[src/rtl/alu_seq_n_if.sv]
// Operand-issue / result-writeback bundle for the N-bit sequential ALU.
// The master is the issue logic; the slave is the ALU itself.
interface alu_seq_n_if #(
    parameter int WIDTH   = 32,
    parameter int SHAMT_W = $clog2(WIDTH)
);
    logic               in_valid;
    logic               in_ready;
    logic [WIDTH-1:0]   a;
    logic [WIDTH-1:0]   b;
    logic               cin;
    logic [3:0]         sel;
    logic [SHAMT_W-1:0] shamt;
    logic               out_valid;
    logic               out_ready;
    logic [WIDTH-1:0]   result;
    logic               cout;
    logic               zero;
    logic               overflow;
    logic               busy;

    modport master (
        output in_valid, a, b, cin, sel, shamt, out_ready,
        input  in_ready, out_valid, result, cout, zero, overflow, busy
    );

    modport slave (
        input  in_valid, a, b, cin, sel, shamt, out_ready,
        output in_ready, out_valid, result, cout, zero, overflow, busy
    );
endinterface

[src/rtl/alu_seq_n.sv]
// N-bit sequential ALU: single-cycle arithmetic/logic, one-bit-per-clock shifts,
// valid/ready handshakes on both sides and registered result/flags.
module alu_seq_n #(
    parameter int WIDTH   = 32,
    parameter int SHAMT_W = $clog2(WIDTH)
) (
    input  logic        clk,
    input  logic        rst_n,
    alu_seq_n_if.slave  bus
);
    typedef enum logic [1:0] {
        IDLE  = 2'd0,
        SHIFT = 2'd1,
        HOLD  = 2'd2
    } state_t;

    state_t             state_r;
    state_t             state_nxt_s;
    logic [WIDTH-1:0]   result_r;
    logic [WIDTH-1:0]   result_nxt_s;
    logic               cout_r;
    logic               cout_nxt_s;
    logic               overflow_r;
    logic               overflow_nxt_s;
    logic               zero_r;
    logic [SHAMT_W-1:0] count_r;
    logic [SHAMT_W-1:0] count_nxt_s;
    logic [2:0]         mode_r;
    logic [2:0]         mode_nxt_s;
    logic               cin_r;
    logic               cin_nxt_s;

    logic [WIDTH-1:0]   bv_s;
    logic [WIDTH:0]     sum_s;
    logic               ovf_s;
    logic [WIDTH-1:0]   logic_s;
    logic               fill_s;
    logic [WIDTH-1:0]   shifted_s;
    logic               shout_s;

    // Operand B selection, adder and bitwise unit on the live inputs (used at accept)
    always_comb begin
        case (bus.sel[1:0])
            2'b00:   bv_s = {WIDTH{1'b0}};
            2'b01:   bv_s = bus.b;
            2'b10:   bv_s = ~bus.b;
            2'b11:   bv_s = {WIDTH{1'b1}};
            default: bv_s = {WIDTH{1'b0}};
        endcase
        sum_s = {1'b0, bus.a} + {1'b0, bv_s} + {{WIDTH{1'b0}}, bus.cin};
        ovf_s = (bus.a[WIDTH-1] == bv_s[WIDTH-1]) && (sum_s[WIDTH-1] != bus.a[WIDTH-1]);
        case (bus.sel[1:0])
            2'b00:   logic_s = bus.a & bus.b;
            2'b01:   logic_s = bus.a | bus.b;
            2'b10:   logic_s = bus.a ^ bus.b;
            2'b11:   logic_s = ~bus.a;
            default: logic_s = {WIDTH{1'b0}};
        endcase
    end

    // One-position shift step of the result register; mode_r = {left, fill select}
    always_comb begin
        fill_s    = 1'b0;
        shifted_s = result_r;
        shout_s   = 1'b0;
        if (mode_r[2]) begin
            case (mode_r[1:0])
                2'b10:   fill_s = result_r[WIDTH-1];
                2'b11:   fill_s = cin_r;
                default: fill_s = 1'b0;
            endcase
            shifted_s = {result_r[WIDTH-2:0], fill_s};
            shout_s   = result_r[WIDTH-1];
        end else begin
            case (mode_r[1:0])
                2'b01:   fill_s = result_r[WIDTH-1];
                2'b10:   fill_s = result_r[0];
                2'b11:   fill_s = cin_r;
                default: fill_s = 1'b0;
            endcase
            shifted_s = {fill_s, result_r[WIDTH-1:1]};
            shout_s   = result_r[0];
        end
    end

    // Next-state and datapath-load decisions
    always_comb begin
        state_nxt_s    = state_r;
        result_nxt_s   = result_r;
        cout_nxt_s     = cout_r;
        overflow_nxt_s = overflow_r;
        count_nxt_s    = count_r;
        mode_nxt_s     = mode_r;
        cin_nxt_s      = cin_r;
        case (state_r)
            IDLE: begin
                if (bus.in_valid) begin
                    mode_nxt_s  = bus.sel[2:0];
                    cin_nxt_s   = bus.cin;
                    count_nxt_s = bus.shamt;
                    if (!bus.sel[3]) begin
                        state_nxt_s    = HOLD;
                        result_nxt_s   = bus.sel[2] ? logic_s : sum_s[WIDTH-1:0];
                        cout_nxt_s     = sum_s[WIDTH];
                        overflow_nxt_s = bus.sel[2] ? 1'b0 : ovf_s;
                    end else begin
                        state_nxt_s    = (bus.shamt == {SHAMT_W{1'b0}}) ? HOLD : SHIFT;
                        result_nxt_s   = bus.a;
                        cout_nxt_s     = 1'b0;
                        overflow_nxt_s = 1'b0;
                    end
                end else begin
                    state_nxt_s = IDLE;
                end
            end
            SHIFT: begin
                result_nxt_s = shifted_s;
                cout_nxt_s   = shout_s;
                count_nxt_s  = count_r - SHAMT_W'(1'b1);
                if (count_r == SHAMT_W'(1'b1)) begin
                    state_nxt_s = HOLD;
                end else begin
                    state_nxt_s = SHIFT;
                end
            end
            HOLD: begin
                if (bus.out_ready) begin
                    state_nxt_s = IDLE;
                end else begin
                    state_nxt_s = HOLD;
                end
            end
            default: state_nxt_s = IDLE;
        endcase
    end

    // State and datapath registers; zero tracks whatever value result is loaded with
    always_ff @(posedge clk or negedge rst_n) begin
        if (!rst_n) begin
            state_r    <= IDLE;
            result_r   <= {WIDTH{1'b0}};
            cout_r     <= 1'b0;
            overflow_r <= 1'b0;
            zero_r     <= 1'b0;
            count_r    <= {SHAMT_W{1'b0}};
            mode_r     <= 3'b000;
            cin_r      <= 1'b0;
        end else begin
            state_r    <= state_nxt_s;
            result_r   <= result_nxt_s;
            cout_r     <= cout_nxt_s;
            overflow_r <= overflow_nxt_s;
            zero_r     <= (result_nxt_s == {WIDTH{1'b0}});
            count_r    <= count_nxt_s;
            mode_r     <= mode_nxt_s;
            cin_r      <= cin_nxt_s;
        end
    end

    // in_ready is gated by rst_n so it reads 0 while reset is held even though state is IDLE
    assign bus.in_ready  = rst_n & (state_r == IDLE);
    assign bus.busy      = (state_r != IDLE);
    assign bus.out_valid = (state_r == HOLD);
    assign bus.result    = result_r;
    assign bus.cout      = cout_r;
    assign bus.zero      = zero_r;
    assign bus.overflow  = overflow_r;
endmodule

[src/flat_wrapper.sv]
// flat-port wrapper written by rule: the top's interface ports become plain ports
module alu_seq_n_flat 
#(
    parameter int WIDTH   = 32,
    parameter int SHAMT_W = $clog2(WIDTH)
)
  (clk, rst_n, bus_in_valid, bus_a, bus_b, bus_cin, bus_sel, bus_shamt, bus_out_ready, bus_in_ready, bus_out_valid, bus_result, bus_cout, bus_zero, bus_overflow, bus_busy);
  alu_seq_n_if #(.WIDTH(WIDTH), .SHAMT_W(SHAMT_W)) bus_i ();
  input  logic clk;
  input  logic rst_n;
  input wire logic [$bits(bus_i.in_valid)-1:0] bus_in_valid;
  input wire logic [$bits(bus_i.a)-1:0] bus_a;
  input wire logic [$bits(bus_i.b)-1:0] bus_b;
  input wire logic [$bits(bus_i.cin)-1:0] bus_cin;
  input wire logic [$bits(bus_i.sel)-1:0] bus_sel;
  input wire logic [$bits(bus_i.shamt)-1:0] bus_shamt;
  input wire logic [$bits(bus_i.out_ready)-1:0] bus_out_ready;
  output wire logic [$bits(bus_i.in_ready)-1:0] bus_in_ready;
  output wire logic [$bits(bus_i.out_valid)-1:0] bus_out_valid;
  output wire logic [$bits(bus_i.result)-1:0] bus_result;
  output wire logic [$bits(bus_i.cout)-1:0] bus_cout;
  output wire logic [$bits(bus_i.zero)-1:0] bus_zero;
  output wire logic [$bits(bus_i.overflow)-1:0] bus_overflow;
  output wire logic [$bits(bus_i.busy)-1:0] bus_busy;
  assign bus_i.in_valid = bus_in_valid;
  assign bus_i.a = bus_a;
  assign bus_i.b = bus_b;
  assign bus_i.cin = bus_cin;
  assign bus_i.sel = bus_sel;
  assign bus_i.shamt = bus_shamt;
  assign bus_i.out_ready = bus_out_ready;
  assign bus_in_ready = bus_i.in_ready;
  assign bus_out_valid = bus_i.out_valid;
  assign bus_result = bus_i.result;
  assign bus_cout = bus_i.cout;
  assign bus_zero = bus_i.zero;
  assign bus_overflow = bus_i.overflow;
  assign bus_busy = bus_i.busy;
  alu_seq_n #(.WIDTH(WIDTH), .SHAMT_W(SHAMT_W)) u_core (.clk(clk), .rst_n(rst_n), .bus(bus_i));
endmodule
[config.mk]
export PLATFORM = sky130hd
export DESIGN_NAME = alu_seq_n_flat
export DESIGN_NICKNAME = d
export VERILOG_FILES = /design/src/rtl/alu_seq_n_if.sv /design/src/rtl/alu_seq_n.sv /design/src/flat_wrapper.sv
export SDC_FILE = /design/constraint.sdc
export NUM_CORES = 1
export LEC_CHECK = 0
export ABC_CLOCK_PERIOD_IN_PS = 3500
export BUFFER_PORTS_ARGS = -buffer_cell sky130_fd_sc_hd__clkbuf_2
export CELL_PAD_IN_SITES_DETAIL_PLACEMENT = 1
export CELL_PAD_IN_SITES_GLOBAL_PLACEMENT = 1
export CORE_UTILIZATION = 44
export DETAILED_ROUTE_END_ITERATION = 6
export PLACE_DENSITY = 0.9
export SETUP_SLACK_MARGIN = 0.15
export SLEW_MARGIN = 25
export SYNTH_ARGS = -nofsm -noshare
export SYNTH_HDL_FRONTEND = slang
export SYNTH_SLANG_ARGS = --single-unit
[constraint.sdc]
create_clock -name clk -period 3.5 [get_ports clk]
set_input_delay 0.525 -clock clk [delete_from_list [all_inputs] [get_ports clk]]
set_output_delay 0.525 -clock clk [all_outputs]
set_load 0.02 [all_outputs]
==> summary.txt, run 1 <==
Clocking
  – CTS Sinks: 46
  – CTS buffer count: 5
  – Max Root-Sink Buffers: 2
  – Root buffer cell: clkbuf_16
  – Post-CTS Hold Buffers: 0
  – H-tree depth: 2

Place
  – Port bufs: 115
  – Sum of net half-perimeters after detailed placement: 29,340 um
  – Post-Place Setup Slack: -0.7516 ns
  – Placer Congestion: 0.9724

Yosys
  – Cells after synthesis: 1,004
  – Mapped Nets: 1,181
  – Synth Area per Inst: 7.850 um2
  – Largest cells by area after synthesis: ha_1 15%, dfrtp_1 15%, mux4_2 6.9%
  – Synth Warn #: 0
  – Largest area contributor in the netlist: ha_1
  – Post-synth top flop: dfrtp_1
  – EDFF count, synth: 0
  – Synth async-reset ratio: 100.0%
  – Synth top area share: 15.40%
  – Post-synthesis sequential area ratio: 14.61%
  – Distinct cells, synth: 83
  – Number of synthesized register bits: 46
  – Post-Syn Area: 7881 um2

Run status
  – First error: [ERROR GRT-0232] Routing congestion too high. Check the congestion heatmap in the GUI.
  – Fail Step: global routing
  – Status: stopped before the end

Floorplanning
  – Initial Util: 45.25%
  – I/O pins: 116
  – Row count: 48
  – Chip height: 135.8 um
  – Die width: 135.8 um

Global routing
  – Largest net degree at the start of global routing: 47
  – Grt ovf: 4
  – Total Routing Usage GR: 68.98%

STA
  – WEP type: sequential cell input
  – Worst EP post-GRT repair: u_core.bus.zero$_DFF_PN0_/D
## cell usage after synthesis (all sizes together) (17+ instances only)
master	n
mux2	38
dfrtp	46
a21oi	75
nand4	17
clkbuf	44
nor3	18
o21ai	67
mux4	24
nor2	59
o211ai	24
nand3	23
ha	97
mux2i	29
buf	21
nand2	97
inv	115
## what timing repair did
| item | in CTS |
|---|---|
| cloned | 0 |
| buffers inserted | 4 |
| endpoints found under the setup margin | 8 |
| gates resized for setup | 35 |
| pin swaps | 10 |
## layer usage
metal  GRT overflow  GRT usage (%)
met5              0          22.50
met4              1          61.61
met3              0          52.61
met2              3          86.73
met1              0          71.24
## through the flow
stage | hold WS, ns | util, % | cell area [um2] | setup TNS [ns] | cells
after floorplan | 0.2294 | - | 8085 | -5.147 | 1004
after global placement | 0.4780 | 56.82 | 9896 | -1.470 | 1455
after detailed placement | 0.4683 | 56.82 | 9896 | -3.201 | 1455
after CTS | 0.3909 | 59.26 | 10320 | -0.3727 | 1467
## cell families after synthesis
logic type	count (synthesis)	synth area share (%)
muxes	91	15.97
buffers and inverters	181	9.493
AOI/OAI and AO/OA	290	24.53
adders and majority gates	99	15.91
xor gates and xnor gates	13	1.445
and+or+nand+nor	284	18.05
DFF	46	14.61
==> run 2: changes to the inputs <==
Settings changed: CELL_PAD_IN_SITES_DETAIL_PLACEMENT 1 to not set, CELL_PAD_IN_SITES_GLOBAL_PLACEMENT 1 to not set, CORE_UTILIZATION 44 to 40, PLACE_DENSITY 0.9 to not set, PLACE_DENSITY_LB_ADDON set to 0.15, SETUP_SLACK_MARGIN 0.15 to not set.
==> summary.txt, run 2 <==
Floorplanning
  – Core Box Area: 19,020 um2
  – Initial Util: 41.44% (-3.8 points)
  – Die width: 142.4 um (+4.8%)
  – Chip height: 142.4 um (+4.8%)
  – I/O pins: 116 (unchanged)
  – Die Footprint: 20,270 um2
  – Row count: 50 (+4.2%)

Worst hold path
  – Hold WC Path Type: input pin to asynchronous set/reset pin

Yosys
  – Post-synthesis sequential area ratio: 14.61% (unchanged)
  – Synth Area in XOR/XNOR: 1.445% (unchanged)
  – Complex-gate fraction of the synthesized area: 24.53% (unchanged)
  – Number of synthesized register bits: 46 (unchanged)
  – Synth Area per Inst: 7.850 um2 (unchanged)
  – Distinct cells, synth: 83 (unchanged)
  – Main combinational cell family by area after synthesis: compound AO/OA/AOI/OAI gates
  – Largest area contributor in the netlist: ha_1
  – Adder-cell share of the synthesized area: 15.91% (unchanged)
  – Mux share of post-synthesis cell area: 15.97% (unchanged)
  – Synth top area share: 15.40% (unchanged)
  – Post-synth top flop: dfrtp_1
  – Synth async-reset ratio: 100.0% (unchanged)
  – Synth Warn #: 0 (unchanged)
  – Mapped Nets: 1,181 (unchanged)
  – Post-Syn Area: 7881 um2 (unchanged)
  – Post-synth top cells: 115 x inv_1, 97 x ha_1, 97 x nand2_1, 75 x a21oi_1, 64 x o21ai_0
  – Largest cells by area after synthesis: ha_1 15%, dfrtp_1 15%, mux4_2 6.9%
  – EDFF count, synth: 0 (unchanged)
  – Count leader, synth: inv_1
  – Cells after synthesis: 1,004 (unchanged)
  – Simple-Gate Fraction of Synth Area: 18.05% (unchanged)

STA
  – Fmax: 268.7 MHz
  – Final period util: 106.3%
  – Slew @ Worst Pin: 0.7762 ns
  – Final Max Slew Viols: 0
  – Final setup violation count: 1
  – Final Skew: 0.004691 ns
  – Worst Setup Slack, final: -0.2214 ns
  – Fin. Hold Viols: 0
  – Worst slew margin: 48.06%
  – Final min period: 3.721 ns
  – RSZ-0062 raised after global routing: true

Clocking
  – Worst-path clk slew: 0.08 ns
  – CTS Sinks: 46 (unchanged)
  – Root buffer cell: clkbuf_16
  – Max Root-Sink Buffers: 2 (unchanged)
  – H-tree depth: 2 (unchanged)
  – CTS buffer count: 5 (unchanged)
  – Worst-Skew Late Latency: 0.31 ns
  – CTS tree: built

Setup path
  – Setup CP Type: input pin to register
  – CP Data Arrival Time: 3.94 ns
  – Critical Path End Type: register
  – Crit-path leading delay family: simple AND/OR/NAND/NOR gates
  – Reg2Reg Setup Slack: 0.25 ns
  – CP required: 3.72 ns
  – Worst-path maximum fanout: 6
  – Worst path cell trace: buf_6 -> mux2_4 -> fa_2 -> fa_2 -> a21o_1 -> a221oi_4 -> a2111o_1 -> nand4_1 -> nor3b_1 -> o21a_1 -> or4_4 -> nor4_2 -> nand3_2 -> nor4_2
  – Worst r2r dst: u_core.bus.zero$_DFF_PN0_
  – Max stage delay on crit path: 0.48 ns
  – Worst-case reg-to-reg path depth: 11
  – Worst r2r src: u_core.state_r[0]$_DFF_PN0_
  – Slowest cell on the critical path: or4_4
  – Bufs and invs on worst path: 1
  – CP Launch Type: input pin

Final layout
  – Multi-input logic area: 6131 um2
  – Area Growth Syn to Fin: 30.67%
  – Most frequent cells in the layout: 187 x buf_4, 115 x inv_1, 112 x clkbuf_2
  – Most common cell after layout, fill and taps aside: buf_4
  – Final core utilization: 54.15%
  – Max reg flops: 32
  – Share of cells above drive strength 1: 34.13%
  – Fill cells: 1,877
  – Register area: 1152 um2
  – Final instance area: 10,300 um2
  – Antenna Cells: 0
  – # nets final: 1,430

Place
  – DP Area: 10,030 um2 (+1.4%)
  – Sum of net half-perimeters after detailed placement: 23,040 um (-21%)
  – Placer Congestion: 0.9404 (-3.3%)
  – Port bufs: 115 (unchanged)
  – Post-Place Setup Slack: -0.6032 ns (+0.1484 ns)

Global routing
  – Antenna violations before repair: 1
  – Vias in the first global route: 8,149
  – Total Routing Usage GR: 28.67%
  – Largest net degree at the start of global routing: 47
  – First-pass GRT wire length: 44,550 um
  – Grt ovf: 0

Drt
  – Detail Route Antenna Nets: 0
  – Post-route DRC: 0
  – Metal3 WL: 2093 um
  – Iteration-0 DRC count of the detailed router: 836
  – DR WL/cell: 19.04 um
  – Final wirelength: 28,820 um
  – Vias after detailed routing: 8,693
  – Met1 WL: 13,220 um
  – Avg Vias per Cell: 5.742
  – Wire length on met2: 12,750 um
  – DR top layer: met5
  – First-pass detailed-route iteration total: 7

Power and ir drop
  – Pleak: 4.997 nW
  – PD cells: 528.3 nW/um2
  – Worst vdd ir: 0.0002621 V

Run status
  – Status: complete, but fails checks
  – Failing checks: setup timing

Flow run
  – Max-cap viol count: 0
run 2: worst max-delay path by stage:
| stage | depth (start not counted) | start | to |
|---|---|---|---|
| after detailed placement | 14 | bus_sel[1] | u_core.bus.zero$_DFF_PN0_ |
| after floorplan | 19 | bus_sel[1] | u_core.bus.zero$_DFF_PN0_ |
| after global placement | 14 | bus_sel[1] | u_core.bus.zero$_DFF_PN0_ |
| final | 14 | bus_b[0] | u_core.bus.zero$_DFF_PN0_ |
| after CTS | 14 | bus_b[0] | u_core.bus.zero$_DFF_PN0_ |
| after global routing | 14 | bus_b[0] | u_core.bus.zero$_DFF_PN0_ |
run 2: logic make-up after synthesis:
family | count (synthesis)
muxes | 91
adders and majority gates | 99
AOI/OAI and AO/OA | 290
xor gates and xnor gates | 13
and+or+nand+nor | 284
DFF | 46
buffers and inverters | 181
run 2: through the flow:
step	hold slack, ns	std cells	setup TNS [ns]	total power, mW
floorplan	0.2294	1004	-5.147	3.305
global placement	0.4812	1503	-1.592	4.781
detailed placement	0.4877	1503	-1.861	4.795
CTS	0.3632	1511	-0.2326	5.348
global route	0.4017	1514	-0.5052	5.758
finish	0.3423	1514	-0.2214	5.441
run 2: per-layer routing:
metal  vias to the layer above  global-route usage (%)
met3                        51                   3.365
met2                       349                   45.02
met4                         2                   9.621
met1                      4115                   40.46
li1                       4176                       -
met5                         -                       0
run 2: layout make-up:
type                       instances  area share (%)
sequential                        46           11.19
clock inverter                     3          0.2673
inverter                         116           4.228
timing repair buffer             307           20.41
multi-input combinational        777           59.53
tap                              260           3.159
clock buffer                       5           1.215
run 2: timing repair:
item	CTS	global route
setup endpoints to repair	2	5
resized for setup	3	14
setup buffers	0	4
hold buffers	0	0
pin swaps	5	8
run 2: power by group:
group,switching (mW),total (mW),internal [mW]
combinational,2.10,3.68,1.58
sequential,0.431,1.22,0.785
clock,0.268,0.541,0.274
total,2.80,5.44,2.64
run 2: worst register-to-register path: cells and delay by family (launching register included):
| kind | cells | cell delay, ns |
|---|---|---|
| buffers and inverters | 1 | 0.26 |
| AOI/OAI and AO/OA | 2 | 0.18 |
| DFF | 1 | 0.54 |
| and+or+nand+nor | 8 | 2.19 |
No activity file was read; power rests on OpenSTA's default activity.
==> run 3: changes to the inputs <==
Settings changed: REMOVE_ABC_BUFFERS set to 1.
==> summary.txt, run 3 (synthesis results as in run 2) <==
Drt
  – First-pass detailed-route iteration total: 5 (-2)
  – Final wirelength: 28,320 um (-1.7%)
  – Post-route DRC: 0 (unchanged)
  – DR WL/cell: 18.54 um (-2.6%)
  – Detail Route Antenna Nets: 0 (unchanged)
  – Vias after detailed routing: 8,641 (-0.60%)
  – Avg Vias per Cell: 5.655 (-1.5%)
  – Iteration-0 DRC count of the detailed router: 641 (-23%)

Final layout
  – Area Growth Syn to Fin: 32.62%
  – # nets final: 1,444 (+0.98%)
  – Final instance area: 10,450 um2 (+1.5%)
  – Multi-input logic area: 6195 um2 (+1.0%)
  – Register area: 1152 um2 (unchanged)
  – Fin cells: 1,528 (+0.92%)
  – Antenna Cells: 0 (unchanged)
  – Fill cells: 1,896 (+1.0%)
  – Most frequent cells in the layout: 201 x buf_4, 115 x inv_1, 112 x clkbuf_2
  – Share of cells above drive strength 1: 35.33% (+1.2 points)
  – Final core utilization: 54.96% (+0.81 points)
  – Most common cell after layout, fill and taps aside: buf_4
  – Max reg flops: 32 (unchanged)

Floorplanning
  – I/O pins: 116 (unchanged)
  – Initial Util: 41.44% (unchanged)
  – Row count: 50 (unchanged)
  – Chip height: 142.4 um (unchanged)
  – Die width: 142.4 um (unchanged)
  – Core Box Area: 19,020 um2 (unchanged)
  – Die Footprint: 20,270 um2 (unchanged)

Power and ir drop
  – Pleak: 5.082 nW (+1.7%)
  – Sw Ratio: 50.19% (-1.3 points)
  – Comb pwr share: 67.3% (-0.4 points)
  – Clock share of power: 10.3% (+0.3 points)
  – Int Pwr: 2.704 mW (+2.4%)
  – Worst vdd ir: 0.0003690 V (+41%)
  – Seq pwr share: 22.4% (about the same)
  – Sw power: 2.725 mW (-2.7%)
  – PD cells: 519.4 nW/um2 (-1.7%)
  – Total chip power: 5.429 mW (-0.22%)

Clocking
  – Root buffer cell: clkbuf_16
  – Post-CTS Hold Buffers: 0 (unchanged)
  – CTS buffer count: 5 (unchanged)
  – Max Root-Sink Buffers: 2 (unchanged)
  – Worst-Skew Late Latency: 0.30 ns (about the same)
  – CTS tree: built
  – Worst-path clk slew: 0.07 ns (about the same)
  – H-tree depth: 2 (unchanged)
  – CTS Sinks: 46 (unchanged)

Setup path
  – Crit-path leading delay family: simple AND/OR/NAND/NOR gates
  – Worst-path maximum fanout: 4 (-2)
  – CP Data Arrival Time: 3.98 ns (+0.04 ns)
  – Setup CP Type: input pin to register
  – Critical Path End Type: register
  – CP most frequent cell: fa_2
  – Bufs and invs on worst path: 2 (+1)
  – Max stage delay on crit path: 0.50 ns (+0.02 ns)
  – CP required: 3.70 ns (-0.02 ns)
  – Slowest cell on the critical path: or4_4
  – Worst path cell trace: buf_8 -> mux2_4 -> fa_2 -> fa_2 -> a21o_1 -> a221oi_2 -> buf_4 -> a2111o_1 -> nand4_1 -> nor3b_1 -> o21a_1 -> or4_4 -> nor4_4 -> nand3_2 -> nor4_2
  – CP Launch Type: input pin

Global routing
  – Largest net degree at the start of global routing: 47 (unchanged)
  – Grt ovf: 0 (unchanged)
  – Total Routing Usage GR: 28.18% (-0.49 points)
  – First-pass GRT wire length: 44,360 um (-0.42%)
  – Antenna violations before repair: 0 (-1)
  – Vias in the first global route: 8,309 (+2.0%)

Place
  – DP Area: 10,010 um2 (-0.24%)
  – Sum of net half-perimeters after detailed placement: 23,170 um (+0.56%)
  – # placed instances: 1,517 (+0.93%)
  – Placer Congestion: 0.9042 (-3.8%)
  – Port bufs: 115 (unchanged)

STA
  – Final period util: 108.1% (+1.8 points)
  – Worst Setup Slack, final: -0.2839 ns (-0.06248 ns)
  – Final setup violation count: 1 (unchanged)
  – Worst slew margin: 55.26% (+7.2 points)
  – Fin. Hold Viols: 0 (unchanged)
  – Fmax: 264.3 MHz (-1.7%)
  – Final Skew: 0.007831 ns (+0.003139 ns)
  – Final Max Slew Viols: 0 (unchanged)
  – Slew @ Worst Pin: 0.6711 ns (-0.1052 ns)
  – RSZ-0062 raised after global routing: true
  – Final min period: 3.784 ns (+0.06248 ns)
  – Final setup TNS: -0.2839 ns (-0.06248 ns)

Run status
  – Failing checks: setup timing
  – Status: complete, but fails checks

Flow run
  – Max-cap viol count: 0 (unchanged)

Worst hold path
  – Hold WC Path Type: input pin to asynchronous set/reset pin
[run 3: cell types whose count changed in the layout (fill, tap and decap cells not counted), moves of 3 or more]
cell | previous run | this run
ha_1 | 96 | 92
buf_12 | 5 | 1
ha_4 | 1 | 5
nor4_4 | 1 | 4
buf_4 | 187 | 201
[run 3: per-layer routing]
metal	vias up	share of wire [%]	GRT usage, %
met5	-	0	0
met4	0	1.7	4.584
li1	4193	-	-
met1	4143	44	37.45
met3	34	5.7	3.398
met2	271	48	49.30
[run 3: layout make-up]
| cell class | count | share of cell area [%] |
|---|---|---|
| multi-input combinational | 777 | 59.27 |
| clock inverter | 3 | 0.3831 |
| clock buffer | 5 | 1.197 |
| tap | 260 | 3.112 |
| sequential | 46 | 11.02 |
| timing repair buffer | 321 | 20.85 |
| inverter | 116 | 4.166 |
[run 3: worst paths after layout]
path                                                        end  slack (ns)                             from  cells past startpoint
max in group asynchronous          u_core.mode_r[2]$_DFFE_PN0P_        2.60                            rst_n                      2
worst max-delay path                  u_core.bus.zero$_DFF_PN0_       -0.28                         bus_b[0]                     15
worst min register to register  u_core.bus.overflow$_DFFE_PN0P_        0.50  u_core.bus.overflow$_DFFE_PN0P_                      2
min in group clk                u_core.bus.overflow$_DFFE_PN0P_        0.50  u_core.bus.overflow$_DFFE_PN0P_                      2
worst min-delay path              u_core.count_r[0]$_DFFE_PN0P_        0.40                            rst_n                      2
worst max register to register        u_core.bus.zero$_DFF_PN0_        0.27      u_core.state_r[0]$_DFF_PN0_                     12
[run 3: repair_timing]
item                                    in CTS  in global routing
pin swaps                                    5                 15
resized for setup                           22                 26
endpoints found under the setup margin       6                  7
buffers inserted                             1                  4
[run 3: power by group through the flow]
stage	sequential [mW]	combinational (mW)	clock [mW]
after global routing	1.25	3.96	0.579
after floorplan	1.35	1.81	0
after detailed placement	1.21	3.51	0
after global placement	1.22	3.49	0
final	1.21	3.65	0.561
after CTS	1.20	3.58	0.565
[run 3: metrics by stage]
| stage | hold slack (ns) | setup WS, ns |
|---|---|---|
| global placement | 0.4735 | -0.7359 |
| CTS | 0.4318 | -0.2712 |
| global route | 0.4605 | -0.4211 |
| detailed placement | 0.4757 | -0.8331 |
| floorplan | 0.2294 | -0.4075 |
| finish | 0.4003 | -0.2839 |
==> run 4: changes to the inputs <==
Settings changed: CAP_MARGIN set to 20, MAX_ROUTING_LAYER set to met4.
==> summary.txt, run 4 (synthesis results as in run 2) <==
Drt
  – Detail Route Antenna Nets: 0 (unchanged)
  – Final wirelength: 28,770 um (+1.6%)
  – Post-route DRC: 2 (+2)
  – Avg Vias per Cell: 5.684 (+0.52%)
  – DR WL/cell: 18.73 um (+1.0%)
  – First-pass detailed-route iteration total: 7 (+2)
  – Iteration-0 DRC count of the detailed router: 572 (-11%)
  – Vias after detailed routing: 8,731 (+1.0%)

Place
  – Placer Congestion: 0.9473 (+4.8%)
  – Sum of net half-perimeters after detailed placement: 23,260 um (+0.41%)
  – Port bufs: 115 (unchanged)

STA
  – Fin. Hold Viols: 0 (unchanged)
  – Worst slew margin: 53.92% (-1.3 points)
  – Final setup violation count: 1 (unchanged)
  – Fmax: 264.9 MHz (+0.22%)
  – RSZ-0062 raised after global routing: true
  – Slew @ Worst Pin: 0.6912 ns (+0.02018 ns)
  – Final Max Slew Viols: 0 (unchanged)
  – Final Skew: 0.01497 ns (+0.007141 ns)
  – Final period util: 107.9% (-0.24 points)
  – Final setup TNS: -0.2754 ns (+0.008470 ns)
  – Final min period: 3.775 ns (-0.008470 ns)
  – Worst Setup Slack, final: -0.2754 ns (+0.008470 ns)

Final layout
  – Share of cells above drive strength 1: 36.13% (+0.80 points)
  – Most frequent cells in the layout: 207 x buf_4, 115 x inv_1, 113 x clkbuf_2
  – Antenna Cells: 0 (unchanged)
  – # nets final: 1,452 (+0.55%)
  – Area Growth Syn to Fin: 35.21%
  – Most common cell after layout, fill and taps aside: buf_4
  – Max reg flops: 32 (unchanged)
  – Final core utilization: 56.03% (+1.1 points)

Global routing
  – Met1 GRT Util: 37.00% (-0.45 points)
  – Largest net degree at the start of global routing: 47 (unchanged)
  – Total Routing Usage GR: 29.73% (+1.6 points)
  – First-pass GRT wire length: 45,240 um (+2.0%)
  – Most Used Layer, Global Route: met2
  – Grt ovf: 0 (unchanged)
  – Vias in the first global route: 8,438 (+1.6%)
  – Met2 Usage GRT: 50.36% (+1.1 points)
  – Met3 Use GR: 4.206% (+0.81 points)
  – Antenna violations before repair: 0 (unchanged)

Clocking
  – CTS buffer count: 5 (unchanged)
  – Root buffer cell: clkbuf_16
  – H-tree depth: 2 (unchanged)
  – Post-CTS Hold Buffers: 0 (unchanged)
  – CTS tree: built
  – Worst-path clk slew: 0.07 ns (about the same)
  – Max Root-Sink Buffers: 2 (unchanged)
  – Worst-Skew Late Latency: 0.31 ns (about the same)
  – CTS Sinks: 46 (unchanged)

Setup path
  – CP Launch Type: input pin
  – CP required: 3.71 ns (about the same)
  – Critical Path End Type: register
  – Crit path from: bus_sel[1]
  – Worst r2r dst: u_core.bus.zero$_DFF_PN0_
  – CP Data Arrival Time: 3.99 ns (about the same)
  – Worst-path maximum fanout: 12 (+8)
  – Worst r2r src: u_core.state_r[0]$_DFF_PN0_
  – Reg2Reg Setup Slack: 0.47 ns (+0.20 ns)
  – Setup CP Type: input pin to register
  – Worst-case reg-to-reg path depth: 12 (unchanged)

Floorplanning
  – Initial Util: 41.44% (unchanged)
  – Core Box Area: 19,020 um2 (unchanged)
  – Chip height: 142.4 um (unchanged)
  – Die width: 142.4 um (unchanged)
  – I/O pins: 116 (unchanged)
  – Row count: 50 (unchanged)
  – Die Footprint: 20,270 um2 (unchanged)

Worst hold path
  – Hold WC Path Type: input pin to asynchronous set/reset pin

Power and ir drop
  – PD cells: 515.2 nW/um2 (-0.79%)
  – Total chip power: 5.491 mW (+1.1%)
  – Pleak: 5.148 nW (+1.3%)
  – Worst vdd ir: 0.0002812 V (-24%)

Flow run
  – Max-cap viol count: 0 (unchanged)

Run status
  – Failing checks: DRC, setup timing
  – Status: complete, but fails checks
-- run 4: area by class of cell --
class / count / area, um2
Clock buffer: 6 / 128.9
Clock inverter: 2 / 37.54
Fill cell: 1882 / 8362
Inverter: 116 / 435.4
Multi-Input combinational cell: 777 / 6286
Sequential cell: 46 / 1152
Tap cell: 260 / 325.3
Timing Repair Buffer: 329 / 2291
-- run 4: where the power goes --
group | internal (mW) | switching [mW] | total [mW]
Clock | 0.338 | 0.237 | 0.575
Sequential | 0.786 | 0.404 | 1.19
Combinational | 1.62 | 2.11 | 3.73
-- run 4: timing repair --
| action | 4_1_cts | 5_1_grt |
|---|---|---|
| setup endpoints to repair | 6 | 7 |
| gates resized for setup | 34 | 21 |
| gates cloned | 0 | 1 |
| pin swaps | 9 | 19 |
| buffers inserted | 4 | 6 |
-- run 4: metrics by stage --
stage / hold WS, ns / setup slack (ns) / area, um2 / instances
finish: 0.3998 / -0.2754 / 10660 / 1536
global route: 0.4353 / -0.3853 / 10660 / 1536
CTS: 0.4224 / -0.2279 / 10460 / 1530
detailed placement: 0.4670 / -0.8263 / 10060 / 1519
global placement: 0.4717 / -0.7738 / 10060 / 1519
floorplan: 0.2294 / -0.4075 / 7569 / 939
-- run 4: worst max-delay path: stages --
cell and delay, ns:
buf_12 0.12, buf_8 0.14, buf_12 0.14, mux2_2 0.28
ha_4 0.28, a21o_1 0.16, a221oi_2 0.07, buf_4 0.16
a2111o_1 0.45, buf_4 0.18, a211oi_2 0.22, nor3b_1 0.09
o21a_1 0.22, or4_4 0.50, nor4_4 0.16, nand3_2 0.14
nor4_2 0.15
-- run 4: metal layers --
layer	wire length [um]	part of all wire [%]
met1	12300	43
met2	14020	49
met3	1844	6.4
met4	606	2.1
met5	0	0
-- run 4: worst max-delay path by stage --
stage | to | slack [ns] | cells past startpoint
floorplan | u_core.bus.zero$_DFF_PN0_ | -0.41 | 13
global placement | u_core.bus.zero$_DFF_PN0_ | -0.77 | 15
detailed placement | u_core.bus.zero$_DFF_PN0_ | -0.83 | 15
CTS | u_core.bus.zero$_DFF_PN0_ | -0.23 | 15
global route | u_core.bus.zero$_DFF_PN0_ | -0.39 | 15
finish | u_core.bus.zero$_DFF_PN0_ | -0.28 | 17
